<file path="src/rtl/weight_tile_sequencer.sv">
// weight_tile_sequencer
//   Frames the weight DMA AXI-Stream into tiles of ROWS*BEATS_PER_ROW beats
//   and forwards every accepted beat to the weight buffer one cycle later.
//   It also manages the ping-pong banks: while the write bank holds a finished
//   tile and the read bank is still occupied, the stream is back-pressured.
//   On a core load request it drives the ROWS-cycle weight-load enable.
//
// Ports
//   clk, rst_n        system clock, asynchronous active-low reset
//   s_axis_*          weight beats from DMA (tready decodes from write state)
//   m_axis_*          registered beats to the weight buffer (always ready)
//   o_bank_swap       one-cycle pulse: buffer flips write/read banks
//   i_load_req        level request from the core to load the ready tile
//   o_weight_load_en  high for ROWS consecutive cycles per load
//   o_load_done       one-cycle pulse after the final load cycle
//   o_tile_ready      a full tile sits in the read bank, not yet loaded
//   o_err_tlast       sticky tlast/count disagreement flag
module weight_tile_sequencer #(
    parameter int ROWS          = 12,
    parameter int BEATS_PER_ROW = 2
) (
    input  logic        clk,
    input  logic        rst_n,
    input  logic [63:0] s_axis_tdata,
    input  logic        s_axis_tvalid,
    output logic        s_axis_tready,
    input  logic        s_axis_tlast,
    output logic [63:0] m_axis_tdata,
    output logic        m_axis_tvalid,
    output logic        o_bank_swap,
    input  logic        i_load_req,
    output logic        o_weight_load_en,
    output logic        o_load_done,
    output logic        o_tile_ready,
    output logic        o_err_tlast
);

    localparam int TILE_BEATS = ROWS * BEATS_PER_ROW;
    localparam int CNT_W      = $clog2(TILE_BEATS);
    localparam int LOAD_W     = 4;

    localparam logic [CNT_W-1:0]  BEAT_LAST = CNT_W'(TILE_BEATS - 1);
    localparam logic [LOAD_W-1:0] LOAD_LAST = LOAD_W'(ROWS - 1);

    typedef enum logic [1:0] {
        W_FILL  = 2'd0,
        W_DRAIN = 2'd1,
        W_FULL  = 2'd2
    } wstate_t;

    typedef enum logic [1:0] {
        R_EMPTY   = 2'd0,
        R_READY   = 2'd1,
        R_LOADING = 2'd2
    } rstate_t;

    wstate_t           wstate_r;
    rstate_t           rstate_r;
    logic [CNT_W-1:0]  beat_cnt_r;
    logic              drain_cnt_r;
    logic [LOAD_W-1:0] load_cnt_r;

    logic accept_s;
    logic last_beat_s;
    logic swap_s;

    // Handshake, tile-boundary and swap-condition decode.
    always_comb begin
        s_axis_tready = (wstate_r == W_FILL);
        o_tile_ready  = (rstate_r == R_READY);
        accept_s      = s_axis_tvalid & s_axis_tready;
        last_beat_s   = (beat_cnt_r == BEAT_LAST);
        // Swap only once the finished tile has fully left the forward register.
        swap_s        = (wstate_r == W_FULL) && (rstate_r == R_EMPTY) && !m_axis_tvalid;
    end

    // Forward path: one-cycle registered copy of accepted beats.
    always_ff @(posedge clk or negedge rst_n) begin
        if (!rst_n) begin
            m_axis_tdata  <= 64'd0;
            m_axis_tvalid <= 1'b0;
        end else begin
            m_axis_tvalid <= accept_s;
            if (accept_s) begin
                m_axis_tdata <= s_axis_tdata;
            end
        end
    end

    // Write FSM, read FSM, bank swap, load sequencing and framing check.
    always_ff @(posedge clk or negedge rst_n) begin
        if (!rst_n) begin
            wstate_r         <= W_FILL;
            rstate_r         <= R_EMPTY;
            beat_cnt_r       <= {CNT_W{1'b0}};
            drain_cnt_r      <= 1'b0;
            load_cnt_r       <= {LOAD_W{1'b0}};
            o_bank_swap      <= 1'b0;
            o_weight_load_en <= 1'b0;
            o_load_done      <= 1'b0;
            o_err_tlast      <= 1'b0;
        end else begin
            o_bank_swap <= swap_s;
            o_load_done <= 1'b0;

            case (wstate_r)
                W_FILL: begin
                    if (accept_s) begin
                        // Framing is by count; tlast only feeds the error flag.
                        if (s_axis_tlast != last_beat_s) begin
                            o_err_tlast <= 1'b1;
                        end
                        if (last_beat_s) begin
                            beat_cnt_r  <= {CNT_W{1'b0}};
                            drain_cnt_r <= 1'b0;
                            wstate_r    <= W_DRAIN;
                        end else begin
                            beat_cnt_r <= beat_cnt_r + {{(CNT_W-1){1'b0}}, 1'b1};
                        end
                    end
                end
                W_DRAIN: begin
                    // Two cycles for the buffer gearbox to commit the last row.
                    if (drain_cnt_r) begin
                        wstate_r <= W_FULL;
                    end else begin
                        drain_cnt_r <= 1'b1;
                    end
                end
                W_FULL: begin
                    if (swap_s) begin
                        wstate_r <= W_FILL;
                    end
                end
                default: begin
                    wstate_r <= W_FILL;
                end
            endcase

            case (rstate_r)
                R_EMPTY: begin
                    if (swap_s) begin
                        rstate_r <= R_READY;
                    end
                end
                R_READY: begin
                    if (i_load_req) begin
                        rstate_r         <= R_LOADING;
                        load_cnt_r       <= {LOAD_W{1'b0}};
                        o_weight_load_en <= 1'b1;
                    end
                end
                R_LOADING: begin
                    if (load_cnt_r == LOAD_LAST) begin
                        o_weight_load_en <= 1'b0;
                        o_load_done      <= 1'b1;
                        rstate_r         <= R_EMPTY;
                    end else begin
                        load_cnt_r <= load_cnt_r + {{(LOAD_W-1){1'b0}}, 1'b1};
                    end
                end
                default: begin
                    rstate_r         <= R_EMPTY;
                    o_weight_load_en <= 1'b0;
                end
            endcase
        end
    end

endmodule

</file>
<file path="config.mk">
export PLATFORM = sky130hd
export DESIGN_NAME = weight_tile_sequencer
export DESIGN_NICKNAME = d
export VERILOG_FILES = /design/src/rtl/weight_tile_sequencer.sv
export SDC_FILE = /design/constraint.sdc
export NUM_CORES = 1
export LEC_CHECK = 0
export ABC_AREA = 1
export CORE_ASPECT_RATIO = 1.75
export CORE_MARGIN = 1
export CORE_UTILIZATION = 42
export CTS_CLUSTER_SIZE = 20
export DETAILED_ROUTE_END_ITERATION = 8
export PLACE_DENSITY_LB_ADDON = 0.1
export SLEW_MARGIN = 30
export SYNTH_ARGS = -nofsm -noshare
export SYNTH_HDL_FRONTEND = slang
export SYNTH_SLANG_ARGS = --single-unit
</file>
<file path="constraint.sdc">
create_clock -name clk -period 1.7 [get_ports clk]
set_input_delay 0.51 -clock clk [delete_from_list [all_inputs] [get_ports clk]]
set_output_delay 0.51 -clock clk [all_outputs]
set_load 0.02 [all_outputs]
</file>
==> flow_summary.ini, run 1 <==
[outcome]
status = completed

[final_layout]
nFillCells = 662
final_common_cell = nand2_1
final_nets = 588
layout.cells.most_common_list = nand2_1, dfrtp_1, dlygate4sd2_1
fin_area_mm2 = 0.00500
diodes = 0
instances_no_fill = 610
multiInputGateArea_mm2 = 0.00105
drive_gt1_share_pct = 6.13
seqCellArea_mm2 = 0.00208
area_growth_pct = 51.5

[timing]
setup_viol = 0
clock_skew_ns = 0.00630
final_hold_viol_count = 0
slew_headroom_pct = 71.5
rsz0062_at_grt = no
fmax_mhz = 607
fin_crit_ns = 1.65
fin_setup_tns_ns = 0
tightest_slew_ns = 0.428
maxSlewViolCount = 0
finalCritPeriodShare_pct = 97.0

[global_route]
grt_pass1_vias = 2985
antenna_found_initial = 0
grt_pass1_wl_um = 13100
grt_usage_pct = 20.1
gr-total-overflow = 0
grt_max_degree = 84

[synthesis]
synth_cell_types = 20
avgSynthCellArea_um2 = 8.93
yosys.area.top_type_share_pct = 62.9
syn_area_mm2 = 0.00330
seq_area_frac_synth_pct = 62.9
synth_warnings = 0
ys_top_cells_by_area = dfrtp_1, nand2_1, buf_6
synth_seq_cells = 83
synthCells = 370
synth_area_leader_cell = dfrtp_1
syn_nets = 441

[cts]
clk_latency_ns = 0.33
clk_pin_slew_ns = 0.06
cts_hold_buf = 0
cts_resized = 75
cts_tree = built
clock_path_buffers = 2
post_cts_buffers = 0
cts.sinks = 83
numCtsBuffers = 9
htree_levels = 3
cts_root_buffer = clkbuf_16

[place]
dpl_cell_area_mm2 = 0.00482
routabilityCongestion = 0.750
hpwlAfterDp_um = 5570
portBuffers = 139
dp.cells = 594

[critical_path]
crit_type = register to output port
reg2regPathDepth = 7
startpoint_type = register
crit_path_end_kind = output port
crit_family = flip-flops
worst-path-stages = 2
timing.rr.end = load_cnt_r[3]
crit_start = wstate_r[1]
ff2ff_setup_slack_ns = 0.37
path_cells = nor2_4, clkdlybuf4s15_2
cp_max_fo = 2
endpoint = s_axis_tready
worstPathArrival_ns = 1.14
crit_slowest_cell = dfrtp_1
timing.rr.start = load_cnt_r[0]
cp_num_buf_inv = 1
required_ns = 1.19
slowest_delay_ns = 0.41

[route]
final_antenna_net_count = 0
drt_iter0_drc = 158
viasPerCell = 4.70
post_drt_wl_per_cell_um = 12.6
drtPass1Iterations = 5
drc = 0
vias = 2868
wl_um = 7660

[floorplan]
core_mm2 = 0.00757
die_area_mm2 = 0.00824
die_x_um = 69.1
floorplan.die.height_um = 119
row_count = 42
ioPinCount = 140
initial_core_util_pct = 43.7

[pwr]
p_per_area_mw_per_mm2 = 1550
total_power_mw = 7.75
p_leak_nw = 2.72
peakVddDrop_uv = 745

[min_path]
hold_class = input pin to async pin

[flow_run]
cap_violations = 0
==> where the power goes <==
| group | switching [mW] | total, mW | internal [mW] |
|---|---|---|---|
| combinational | 1.77 | 2.94 | 1.17 |
| clock | 0.715 | 1.78 | 1.07 |
| sequential | 0.385 | 3.03 | 2.64 |
| total | 2.87 | 7.75 | 4.88 |
==> how the worst min path moves through the flow <==
stage / depth (start not counted) / start / endpoint / slack [ns]
after floorplan: 0 / rst_n / beat_cnt_r[0] / 0.21
after CTS: 2 / rst_n / o_load_done / 0.22
after detailed placement: 2 / m_axis_tdata[30] / m_axis_tdata[30] / 0.46
after global routing: 2 / rst_n / m_axis_tdata[48] / 0.22
after global placement: 2 / m_axis_tdata[5] / m_axis_tdata[5] / 0.46
final: 2 / rst_n / o_load_done / 0.20
==> sequential cells by signal (all words and copies together), names as in the netlist <==
name	flops
o_weight_load_en	1
beat_cnt_r	5
wstate_r	2
rstate_r	2
drain_cnt_r	1
load_cnt_r	4
o_load_done	1
m_axis_tvalid	1
m_axis_tdata	64
o_err_tlast	1
o_bank_swap	1
==> logic make-up after synthesis <==
| kind of cell | Yosys count | share of synthesized area [%] |
|---|---|---|
| compound gates | 6 | 0.908 |
| mux | 1 | 0.303 |
| flops | 83 | 62.9 |
| xor+xnor | 2 | 0.530 |
| buf+inv | 31 | 5.49 |
| fa+ha+maj | 2 | 0.757 |
| simple gates | 245 | 29.2 |
==> routing by layer <==
metal | vias up | routed length [µm] | GRT usage (%)
li1 | 1414 | - | -
met1 | 1336 | 2870 | 21.6
met2 | 97 | 4100 | 35.3
met3 | 21 | 386 | 3.72
met4 | 0 | 302 | 13.0
met5 | - | 0 | 0
==> layout make-up <==
| type | count | area share [%] |
|---|---|---|
| flip-flops and latches | 83 | 41.5 |
| inverters | 17 | 1.32 |
| multi-input cells | 256 | 20.9 |
| clock buffers | 14 | 5.27 |
| clock inverters | 2 | 0.200 |
| well taps | 88 | 2.20 |
| repair buffers | 150 | 28.6 |
==> Yosys cell counts <==
library cell / n
buf_6: 6
mux2i_1: 1
ha_1: 2
inv_1: 16
nand2_4: 1
inv_4: 1
nand2_1: 217
dfrtp_1: 83
xnor2_1: 2
nand3_1: 10
nand4_1: 3
a21oi_1: 1
nand3b_1: 1
nand2_2: 1
buf_4: 3
nor2_2: 1
buf_2: 5
nor2_4: 1
nor2_1: 10
o21ai_0: 5
==> stage by stage <==
stage                     hold WS [ns]  utilization [%]  setup WS (ns)
after floorplan                  0.214                -          0.425
after global placement           0.462             63.7        -0.0178
after detailed placement         0.464             63.7        -0.0488
after CTS                        0.218             66.2         0.0160
after global routing             0.216             66.1        0.00575
final                            0.197             66.1         0.0513
No activity file was read; power rests on OpenSTA's default activity.
==> run 2, diff against run 1 <==
- CTS_CLUSTER_DIAMETER: unset -> 150
==> results of run 2 <==
Final layout, timing and power as in run 1 (identical DEF).
